==> src/rtl/fpmul_result_queue.sv <==
// fpmul_result_queue: registered FWFT result queue behind the FP multiplier
//   with sticky exception/overflow/underflow status and a saturating result count.
// Ports:
//   clk, rst_n            clock, synchronous active-low reset
//   in_valid/in_ready     producer handshake; in_result + in_exception/overflow/underflow payload
//   out_valid/out_ready   consumer handshake; out_result + out_flags {exc, ovf, unf} of head entry
//   clr_sticky            pulse clearing sticky_flags and op_count (a same-cycle push wins)
//   sticky_flags          OR of flags of all accepted words since clear/reset
//   op_count              saturating count of accepted words since clear/reset
module fpmul_result_queue #(
    parameter int DEPTH = 4,
    parameter int CNT_W = 16
) (
    input  logic             clk,
    input  logic             rst_n,
    input  logic             in_valid,
    output logic             in_ready,
    input  logic [31:0]      in_result,
    input  logic             in_exception,
    input  logic             in_overflow,
    input  logic             in_underflow,
    output logic             out_valid,
    input  logic             out_ready,
    output logic [31:0]      out_result,
    output logic [2:0]       out_flags,
    input  logic             clr_sticky,
    output logic [2:0]       sticky_flags,
    output logic [CNT_W-1:0] op_count
);
    localparam int PW = $clog2(DEPTH);
    localparam logic [PW:0] FULL = (PW+1)'(DEPTH);

    logic [31:0]   mem_result [DEPTH];
    logic [2:0]    mem_flags  [DEPTH];
    logic [PW-1:0] wr_ptr, rd_ptr;
    logic [PW:0]   occ;
    logic [2:0]    in_flags;
    logic          push, pop;

    assign in_flags   = {in_exception, in_overflow, in_underflow};
    // Handshake readiness is purely a function of registered occupancy.
    assign in_ready   = occ != FULL;
    assign out_valid  = occ != '0;
    assign push       = in_valid & in_ready;
    assign pop        = out_valid & out_ready;
    assign out_result = out_valid ? mem_result[rd_ptr] : '0;
    assign out_flags  = out_valid ? mem_flags[rd_ptr] : '0;

    // Storage is deliberately left out of reset; pointers alone define validity.
    always_ff @(posedge clk) begin
        if (push) begin
            mem_result[wr_ptr] <= in_result;
            mem_flags[wr_ptr]  <= in_flags;
        end
    end

    always_ff @(posedge clk) begin
        if (!rst_n) begin
            wr_ptr       <= '0;
            rd_ptr       <= '0;
            occ          <= '0;
            sticky_flags <= '0;
            op_count     <= '0;
        end else begin
            if (push) wr_ptr <= wr_ptr + PW'(1);
            if (pop) rd_ptr <= rd_ptr + PW'(1);
            occ <= (push && !pop) ? occ + (PW+1)'(1) : (!push && pop) ? occ - (PW+1)'(1) : occ;
            // A push in the clearing cycle survives the clear.
            sticky_flags <= clr_sticky ? (push ? in_flags : 3'b000)
                                       : (push ? sticky_flags | in_flags : sticky_flags);
            op_count <= clr_sticky ? (push ? CNT_W'(1) : '0)
                                   : (push && !(&op_count)) ? op_count + CNT_W'(1) : op_count;
        end
    end
endmodule
==> config.mk <==
export PLATFORM = sky130hd
export DESIGN_NAME = fpmul_result_queue
export DESIGN_NICKNAME = d
export VERILOG_FILES = /design/src/rtl/fpmul_result_queue.sv
export SDC_FILE = /design/constraint.sdc
export NUM_CORES = 1
export LEC_CHECK = 0
export CORE_ASPECT_RATIO = 1.75
export CORE_MARGIN = 1.5
export CORE_UTILIZATION = 35
export CTS_CLUSTER_SIZE = 16
export DETAILED_ROUTE_END_ITERATION = 6
export DONT_BUFFER_PORTS = 1
export REMOVE_ABC_BUFFERS = 1
export SYNTH_ARGS = -nofsm -noshare
export SYNTH_HDL_FRONTEND = slang
export SYNTH_SLANG_ARGS = --single-unit
==> constraint.sdc <==
create_clock -name clk -period 2.9 [get_ports clk]
set_clock_uncertainty 0.05 [all_clocks]
set_input_delay 0.58 -clock clk [delete_from_list [all_inputs] [get_ports clk]]
set_output_delay 0.58 -clock clk [all_outputs]
set_load 0.01 [all_outputs]
== After elaboration in Yosys (flattened, before gate mapping) ==
Memory sizes are Yosys's and may differ from the RTL's. A register that Yosys moved wholly into a read port is not among the register bits.
Cells that the tools add are included.

* Register bits after elaboration: 26
* Latch bits: 0
* Bits in writable memories: 140
* Memory bits (read-only): 0
* Input bits: 40
* Output and inout port bits: 56
* Word-level logic and storage cells: 43
* Memories: 2

* Add/sub/neg operators: 5
* Multiply operators: 0
* Div/mod/pow operators: 0
* Magnitude comparators: 0
* Eq/ne operators: 1
* Shifts and indexed selects: 0
* Muxes and demuxes: 16
* Bitwise operators: 3
* Reductions and logical operators: 11

{| class="wikitable"
|+ Memory list
! memory !! words !! width !! read ports !! clocked after Yosys merged registers in !! write ports !! line !! source
|-
| mem_result || 4 || 32 || 1 || 1 || 1 || 33 || <nowiki>logic [31:0] mem_result [DEPTH];</nowiki>
|-
| mem_flags || 4 || 3 || 1 || 1 || 1 || 34 || <nowiki>logic [2:0] mem_flags [DEPTH];</nowiki>
|}

{| class="wikitable"
|+ Operators with widths
! operator !! count
|-
| two-way mux 16 bit || 2
|-
| two-way mux 32 bit || 1
|-
| two-way mux 3 bit || 6
|-
| adder 16 x 1 -> 16 bit, second input constant || 1
|-
| AND reduction 16 bit || 1
|-
| two-way mux 2 bit || 4
|-
| nonzero test 2 bit || 3
|-
| adder 2 x 1 -> 2 bit, second input constant || 2
|-
| adder 3 x 1 -> 3 bit, second input constant || 1
|-
| logical AND 1 bit || 3
|-
| zero test 1 bit || 3
|-
| two-way mux 1 bit || 3
|-
| inequality test 3 bit, second input constant || 1
|-
| OR 3 bit || 1
|-
| nonzero test 3 bit || 1
|-
| subtractor 3 x 1 -> 3 bit, second input constant || 1
|-
| AND 1 bit || 2
|}

== Depth between registers and ports, before layout ==
Gate-level depths: netlist (run 1).

* Depth in word-level cells: 6
* Depth in mapped cells: 10
* Depth with buffers taken out: 9

== Worst setup path after synthesis (run 1) ==
OpenSTA, ideal clock, no wires.

* Kind: register -> register
* Start: register occ[0]
* End: register occ[2]
* Setup time: 70 ps
* Data arrival time: 2138 ps
* Setup slack: 642 ps
* Stages on the path, launching flop included: 11
* Period minus slack after synthesis: 2258 ps
* Cells stage by stage: dfxtp_1 or3b_1 buf_6 nand2_1 clkinv_1 ha_1 inv_1 fa_1 xor2_1 or3_1 a21oi_1

* Longest elaborated chain between the ends: 5
* Elaborated cells on any way between the ends: 13

{| class="wikitable"
|+ Ends and longest elaborated chain
! element !! line !! source
|-
| start: declaration || 36 || <nowiki>logic [PW:0] occ;</nowiki>
|-
| start signal: assignment || 67 || <nowiki>occ <= (push && !pop) ? occ + (PW+1)'(1) : (!push && pop) ? occ - (PW+1)'(1) : occ;</nowiki>
|-
| inequality test 3 bit * || 42 || <nowiki>assign in_ready = occ != FULL;</nowiki>
|-
| named net in_ready || 17 || <nowiki>output logic in_ready,</nowiki>
|-
| AND 1 bit * || 44 || <nowiki>assign push = in_valid & in_ready;</nowiki>
|-
| named net push || 38 || <nowiki>logic push, pop;</nowiki>
|-
| zero test 1 bit || 67 ||
|-
| logical AND 1 bit || 67 ||
|-
| nonzero test 2 bit (no line) || -- ||
|}

The timed path passes the listed nets; every way through them passes the cells marked *. The select of a mux whose other input is x is not followed.
A chain may end at the register's enable or synchronous reset.

==> flow_metrics.tcl, run 1 <==
set metrics [dict create \
    synth.distinct_cells 42 \
    final_cell_count_no_fill 648 \
    synthTopCellsByArea "edfxtp_1, mux4_2, dfxtp_1, and2_1, ha_1" \
    arrival_ns 2.00 \
    p_comb_share_pct 22.9 \
    die-area_sq_mm 0.0201 \
    gp_congestion 0.789 \
    final_common_cell "edfxtp_1" \
    grt_overflow 0 \
    rows 66 \
    syn_area_per_cell_sq_um 17.4 \
    power.static_leakage_nw 2.40 \
    required_ns 2.27 \
    synth.largest_area_cell "edfxtp_1" \
    cts_buffers 17 \
    antenna_left 0 \
    setup_ws_ns 0.274 \
    cts_resized 0 \
    grt_first_pass_wirelength_um 20700 \
    drtPass1Iterations 4 \
    p_seq_share_pct 44.4 \
    cts_buffer_depth 2 \
    start_util_pct 35.9 \
    cts.sinks 168 \
    clk_latency_ns 0.42 \
    cts_post_setup_buffers_inserted 0 \
    ir_worst_vdd_v 0.000425 \
    drc 0 \
    die_y_um 186 \
    sw_frac_of_total_pct 28.0 \
    seq_area_frac_synth_pct 70.9 \
    critical_path_peak_fanout 20 \
    placed_cells 616 \
    via_per_inst 5.34 \
    die_x_um 108 \
    maxCapViolCount 0 \
    synth-edff-count 140 \
    wirelength_um 13300 \
    synth_ff_type "edfxtp_1" \
    io_buffers 0 \
    fmax_mhz 381 \
    diodes 0 \
    cp-start-kind "register" \
    yosysWarningCount 0 \
    p_per_area_mw_per_mm2 893 \
    worst_pin_slew_ns 0.886 \
    ys_async_sr_fraction_pct 0 \
    core_area_sq_mm 0.0187 \
    power.switching_mw 1.91 \
    grt_max_degree 38 \
    power.internal_mw 4.92 \
    hp-class "input port to register" \
    antenna_found_initial 0 \
    outcome "finished, final reports clean" \
    vias 3458 \
    fin_crit_ns 2.63 \
    p_clk_share_pct 32.8 \
    path_class "register to primary output" \
    dpl.hpwl_um 8600 \
    htree_num_levels 4 \
    setup_tns_ns 0 \
    synth_top_area_share_pct 62.5 \
    post_drt_wl_per_cell_um 20.5 \
    final_layout_size_suffix_gt1_share_pct 20.7 \
    hold_violations 0 \
    post-place-ws_ns 0.484 \
    cts_tree "built" \
    track_usage_pct 14.0 \
    setup_violations 0 \
    layout_common_cells "edfxtp_1, and2_1, mux4_2" \
    slew_headroom_pct 40.5 \
    synth.cell_area_sq_mm 0.00672 \
    final-max-slew-violation-count 0 \
    synth-seq-cells 168 \
    final_nets 444 \
    power.total_mw 6.83 \
    end_kind "primary output" \
    syn_inst 386 \
    ios 96 \
    rsz0062_at_grt "false" \
    grt_pass1_vias 3790 \
    syn_to_final_growth_pct 13.7 \
    drtIter0Drc 151 \
    clk_pin_slew_ns 0.07 \
    postCtsHoldBufs 0 \
    clock-root-buffer "clkbuf_16" \
    period_share_pct 90.5 \
]
## worst paths after layout
check,start,to,slack (ns),cells past startpoint
max,register,out_result[28],0.27,3
min,in_result[24],mem_result[3][24],0.20,0
max reg2reg,occ[0],occ[2],0.49,9
min reg2reg,wr_ptr[1],wr_ptr[1],0.46,2
## sequential cells by signal, summed over array words and instances (netlist names), named ones only
| register | cells |
|---|---|
| op_count | 16 |
| mem_result | 128 |
| mem_flags | 12 |
| rd_ptr | 2 |
| wr_ptr | 2 |
| sticky_flags | 3 |
| occ | 3 |
## layer usage
layer  vias up  routed length, um  GRT usage [%]
li1       1554                  -              -
met1      1787               4710           13.6
met2       102               7590           26.3
met3        15                771           4.75
met4         0                197           5.47
met5         -                  0              0
## synthesized netlist by cell type (3+ instances only)
library cell / instances
edfxtp_1: 140
and2_1: 36
mux4_2: 35
dfxtp_1: 28
nand2_1: 14
a21oi_1: 13
nor2_1: 11
clkbuf_1: 7
nand4_1: 7
and3_1: 6
ha_1: 6
o21a_1: 6
o31ai_1: 6
or4_1: 6
buf_2: 5
inv_1: 5
nand3_1: 5
and4_1: 4
nor2b_1: 4
nor4_1: 4
or3_1: 4
xor2_1: 4
mux2i_1: 3
o21ai_0: 3
## cells by family after synthesis
| group | Yosys count | share of synthesized area [%] |
|---|---|---|
| flops | 168 | 70.9 |
| simple gates | 109 | 9.72 |
| mux | 38 | 12.2 |
| compound gates | 36 | 3.52 |
| buf+inv | 23 | 1.66 |
| fa+ha+maj | 7 | 1.41 |
| xor+xnor | 5 | 0.651 |
## worst max-delay path, stage by stage, from the launching register on
cell and delay [ns]:
dfxtp_2 0.55, buf_12 0.25, mux4_2 0.55, and2_1 0.21
## cell type report
type	instances	area, sq um
fillers	1671	11100
flip-flops and latches	168	4770
multi-input cells	195	1850
clock buffers	18	429
well taps	238	298
clock inverters	14	158
repair buffers	9	118
inverters	6	22.5
## stage by stage
| step | area (sq um) | util, % | hold slack (ns) |
|---|---|---|---|
| 5_1_grt | 7640 | 40.8 | 0.169 |
| 6_report | 7640 | 40.8 | 0.200 |
| 3_3_place_gp | 7060 | 37.6 | 0.424 |
| 2_1_floorplan | 6630 | - | 0.411 |
| 4_1_cts | 7640 | 40.8 | 0.174 |
| 3_5_place_dp | 7060 | 37.6 | 0.459 |
## power groups by stage
stage	Clock [mW]	Combinational (mW)	Sequential (mW)
after floorplan	0	1.11	3.12
after global placement	0	1.58	3.07
after detailed placement	0	1.62	3.09
after CTS	2.30	1.62	3.04
after global routing	2.38	1.73	3.06
final	2.24	1.56	3.03
No activity file was read; power rests on OpenSTA's default activity.
==> inputs of run 2 (changes only) <==
- CORE_MARGIN: 1.5 -> 2
==> run 2 against run 1 <==
Routed wire length is 0.88% lower. Via count is 1.3% lower. Global-route usage is 0.066 points lower. Total power is 2.5% lower. Largest cell class unchanged. Largest power group unchanged.
==> flow_metrics.tcl, run 2 (synthesis results as in run 1) <==
set metrics [dict create \
    final_common_cell "edfxtp_1" \
    final_nets 443 \
    diodes 0 \
    cts_buffers 17 \
    setup_ws_ns 0.365 \
    critical_path_peak_fanout 33 \
    start_util_pct 35.3 \
    largest_reg_flops 128 \
    outcome "finished, final reports clean" \
    cts_buffer_depth 2 \
    antenna_found_initial 0 \
    cts.sinks 168 \
    power.internal_mw 4.72 \
    path_buf_inv 1 \
    maxCapViolCount 0 \
    hold_ws_ns 0.205 \
    required_ns 2.27 \
    setup_tns_ns 0 \
    p_comb_share_pct 23.6 \
    ios 96 \
    arrival_ns 1.91 \
    slowest_delay_ns 0.58 \
    clock-root-buffer "clkbuf_16" \
    antenna_left 0 \
    ir_worst_vdd_v 0.000595 \
    grt_first_pass_wirelength_um 20900 \
    slowest_stage "mux4_2" \
    clk_latency_ns 0.42 \
    clk_pin_slew_ns 0.07 \
    final_layout_size_suffix_gt1_share_pct 20.5 \
    crit_family "multiplexers" \
    fin_crit_ns 2.54 \
    wirelength_um 13200 \
    io_buffers 0 \
    grt_overflow 0 \
    final-max-slew-violation-count 0 \
    postCtsHoldBufs 0 \
    worst_pin_slew_ns 0.823 \
    slew_headroom_pct 44.7 \
    gp_congestion 0.824 \
    power.switching_mw 1.94 \
    drtPass1Iterations 4 \
    cp-start-kind "register" \
    die-area_sq_mm 0.0204 \
    grt_pass1_vias 3710 \
    drc 0 \
    dpl.hpwl_um 8530 \
    path_class "register to primary output" \
    htree_num_levels 4 \
    syn_to_final_growth_pct 13.5 \
    cts_resized 0 \
    die_y_um 187 \
    period_share_pct 87.4 \
    post-place-ws_ns 0.543 \
    placed_area_sq_mm 0.00708 \
    top_regs "mem_result: 128 flops, op_count: 16 flops, mem_flags: 12 flops" \
    hp-class "input port to register" \
    rows 67 \
    die_x_um 109 \
    fmax_mhz 394 \
    via_per_inst 5.25 \
    design_area_sq_mm 0.00763 \
    p_per_area_mw_per_mm2 873 \
    p_clk_share_pct 31.3 \
    post_drt_wl_per_cell_um 20.2 \
    drtIter0Drc 138 \
    rsz0062_at_grt "false" \
    p_seq_share_pct 45.1 \
    layout_common_cells "edfxtp_1, and2_1, mux4_2" \
    cts_tree "built" \
    vias 3413 \
    sw_frac_of_total_pct 29.1 \
    setup_violations 0 \
    grt_max_degree 38 \
    core_area_sq_mm 0.0190 \
    path_cells "buf_12 > mux4_2 > and2_1" \
    end_kind "primary output" \
    hold_violations 0 \
    cts_post_setup_buffers_inserted 0 \
    regMostFlops "mem_result" \
    track_usage_pct 13.9 \
    power.static_leakage_nw 2.39 \
]
==> run 2: changes by cell type in the layout (fill, tap and decap cells not counted), sizes merged <==
cell	delta
inv	+7
bufinv	-3
clkbuf	+2
clkinvlp	-4
clkinv	-2
buf	-1
==> run 2: metal layers <==
layer  global-route usage, %  vias up  routed length [um]
met4                    5.87        0                 275
met3                    4.98       15                 917
met1                    13.9     1736                4710
li1                        -     1557                   -
met5                       0        -                   0
met2                    25.4      105                7250
==> run 2: worst reg2reg max path: stages (launching register included) <==
cell and delay (ns):
dfxtp_1 0.35, or3b_1 0.41, nand2_1 0.16, clkinv_1 0.24
ha_1 0.30, inv_1 0.07, fa_1 0.18, xor2_1 0.09
or3_1 0.32, a21oi_1 0.15
==> run 2: worst paths after layout <==
| kind | from | endpoint | slack, ns | cells after the start |
|---|---|---|---|---|
| setup / recovery | register | out_result[30] | 0.36 | 3 |
| hold / removal | in_exception | mem_flags[2][2] | 0.21 | 0 |
| setup reg to reg | occ[0] | occ[2] | 0.50 | 9 |
| hold reg to reg | wr_ptr[1] | wr_ptr[1] | 0.46 | 2 |
==> run 2: layout make-up <==
cell class | instances | area, sq um
Clock inverter | 12 | 105
Sequential cell | 168 | 4770
Clock buffer | 20 | 447
Inverter | 6 | 22.5
Tap cell | 241 | 302
Fill cell | 1693 | 11400
Multi-Input combinational cell | 195 | 1850
Timing Repair Buffer | 8 | 135
==> run 2: power groups by stage <==
| stage | logic (mW) | registers [mW] | clock network [mW] |
|---|---|---|---|
| detailed placement | 1.63 | 3.06 | 0 |
| CTS | 1.64 | 3.01 | 2.15 |
| global placement | 1.60 | 3.04 | 0 |
| floorplan | 1.11 | 3.12 | 0 |
| finish | 1.57 | 3.00 | 2.08 |
| global route | 1.73 | 3.03 | 2.23 |
==> run 2: metrics by stage <==
step	power (mW)	std cells	util (%)
floorplan	4.22	369	-
global placement	4.64	618	37.2
detailed placement	4.70	618	37.2
CTS	6.79	650	40.1
global route	7.00	650	40.1
finish	6.66	650	40.1
==> inputs of run 3 (changes only) <==
- clock period: 2.9 -> 2.97 ns (I/O delays scaled with it)
==> run 3 against run 2 <==
Clock power shrank 3%. Combinational power shrank 3%. Critical endpoint is now out_result[18]. Largest cell class unchanged. Final area shrank 0.69%. Non-clock buffer count is the same. Worst hold slack gained 0.011 ns. Flip-flop and latch count is the same. Sequential share of layout area grew 0.43 points. Highest routed layer unchanged.
==> flow_metrics.tcl, run 3 (synthesis results as in run 1) <==
set metrics [dict create \
    grt_max_degree 38 \
    vias 3390 \
    final_layout_size_suffix_gt1_share_pct 19.9 \
    ios 96 \
    slowest_delay_ns 0.56 \
    path_buf_inv 1 \
    cts_buffer_depth 2 \
    postCtsHoldBufs 0 \
    cts_resized 0 \
    grt_pass1_vias 3689 \
    arrival_ns 1.90 \
    top_regs "mem_result: 128 flops, op_count: 16 flops, mem_flags: 12 flops" \
    ir_worst_vdd_v 0.000516 \
    largest_reg_flops 128 \
    final_cell_count_no_fill 649 \
    fin_crit_ns 2.55 \
    grt_overflow 0 \
    post-place-ws_ns 0.635 \
    power.static_leakage_nw 2.36 \
    grt_util_met1_pct 13.8 \
    final_common_cell "edfxtp_1" \
    drc 0 \
    p_per_area_mw_per_mm2 852 \
    track_usage_pct 13.7 \
    setup_ws_ns 0.424 \
    slew_headroom_pct 43.8 \
    path_class "register to primary output" \
    fmax_mhz 393 \
    outcome "finished, final reports clean" \
    setup_tns_ns 0 \
    rows 67 \
    io_buffers 0 \
    cts_tree "built" \
    slowest_stage "mux4_2" \
    final_nets 443 \
    final-max-slew-violation-count 0 \
    clk_pin_slew_ns 0.07 \
    hold_ws_ns 0.216 \
    core_area_sq_mm 0.0190 \
    drtPass1Iterations 4 \
    htree_num_levels 4 \
    clk_latency_ns 0.42 \
    antenna_left 0 \
    grt_first_pass_wirelength_um 20500 \
    syn_to_final_growth_pct 12.7 \
    die-area_sq_mm 0.0204 \
    path_cells "buf_12 > mux4_2 > and2_1" \
    die_x_um 109 \
    clock-root-buffer "clkbuf_16" \
    setup_violations 0 \
    post_drt_wl_per_cell_um 20.1 \
    cts.sinks 168 \
    power.total_mw 6.45 \
    period_share_pct 85.7 \
    fillers 1696 \
    diodes 0 \
    met2_usage_pct 24.4 \
    hp-class "input port to register" \
    grt.met3_usage_pct 5.64 \
    start_util_pct 35.3 \
    drtIter0Drc 189 \
    cp-start-kind "register" \
    crit_family "multiplexers" \
    die_y_um 187 \
    cts_buffers 17 \
    worst_pin_slew_ns 0.836 \
    rsz0062_at_grt "false" \
    layout_common_cells "edfxtp_1, and2_1, mux4_2" \
    regMostFlops "mem_result" \
    maxCapViolCount 0 \
    dpl.hpwl_um 8380 \
    busiest_layer "met2" \
    critical_path_peak_fanout 33 \
    required_ns 2.33 \
    placed_cells 618 \
    cts_post_setup_buffers_inserted 0 \
    via_per_inst 5.22 \
    gp_congestion 0.817 \
    hold_violations 0 \
    wirelength_um 13100 \
    end_kind "primary output" \
    antenna_found_initial 0 \
]
==> run 3: worst register-to-register path: stages (launching register included) <==
cell and delay [ns]:
dfxtp_1 0.35, or3b_1 0.42, nand2_1 0.17, clkinv_1 0.23
ha_1 0.30, inv_1 0.07, fa_1 0.17, xor2_1 0.07
or3_1 0.32, a21oi_1 0.14
==> run 3: worst paths after layout <==
kind	end	slack [ns]	start	cells after the start
max	out_result[18]	0.42	register	3
min	mem_flags[3][2]	0.22	in_exception	0
max reg2reg	occ[2]	0.63	occ[0]	9
min reg2reg	occ[2]	0.47	occ[2]	2
==> run 3: area by class of cell <==
class | instances | area (sq um) | area share [%]
clock inverter | 11 | 100 | 1.32
multi-input combinational | 195 | 1850 | 24.4
timing repair buffer | 8 | 97.6 | 1.29
clock buffer | 20 | 437 | 5.76
inverter | 6 | 22.5 | 0.297
sequential | 168 | 4770 | 62.9
tap | 241 | 302 | 3.98
==> run 3: where the power goes <==
group          switching (mW)  total [mW]  internal, mW  leakage (nW)
combinational           0.871        1.52         0.653         0.601
sequential             0.0917        2.92          2.83          1.51
clock                   0.864        2.01          1.15         0.250
==> run 3: per-layer routing <==
metal / wire length [um] / up-vias
li1: - / 1545
met1: 4650 / 1726
met2: 7160 / 102
met3: 1000 / 17
met4: 244 / 0
met5: 0 / -
==> run 3: stage by stage <==
step	cell area (sq um)	util, %
2_1_floorplan	6630	-
3_5_place_dp	7040	37.0
6_report	7580	39.8
5_1_grt	7580	39.8
3_3_place_gp	7040	37.0
4_1_cts	7580	39.8
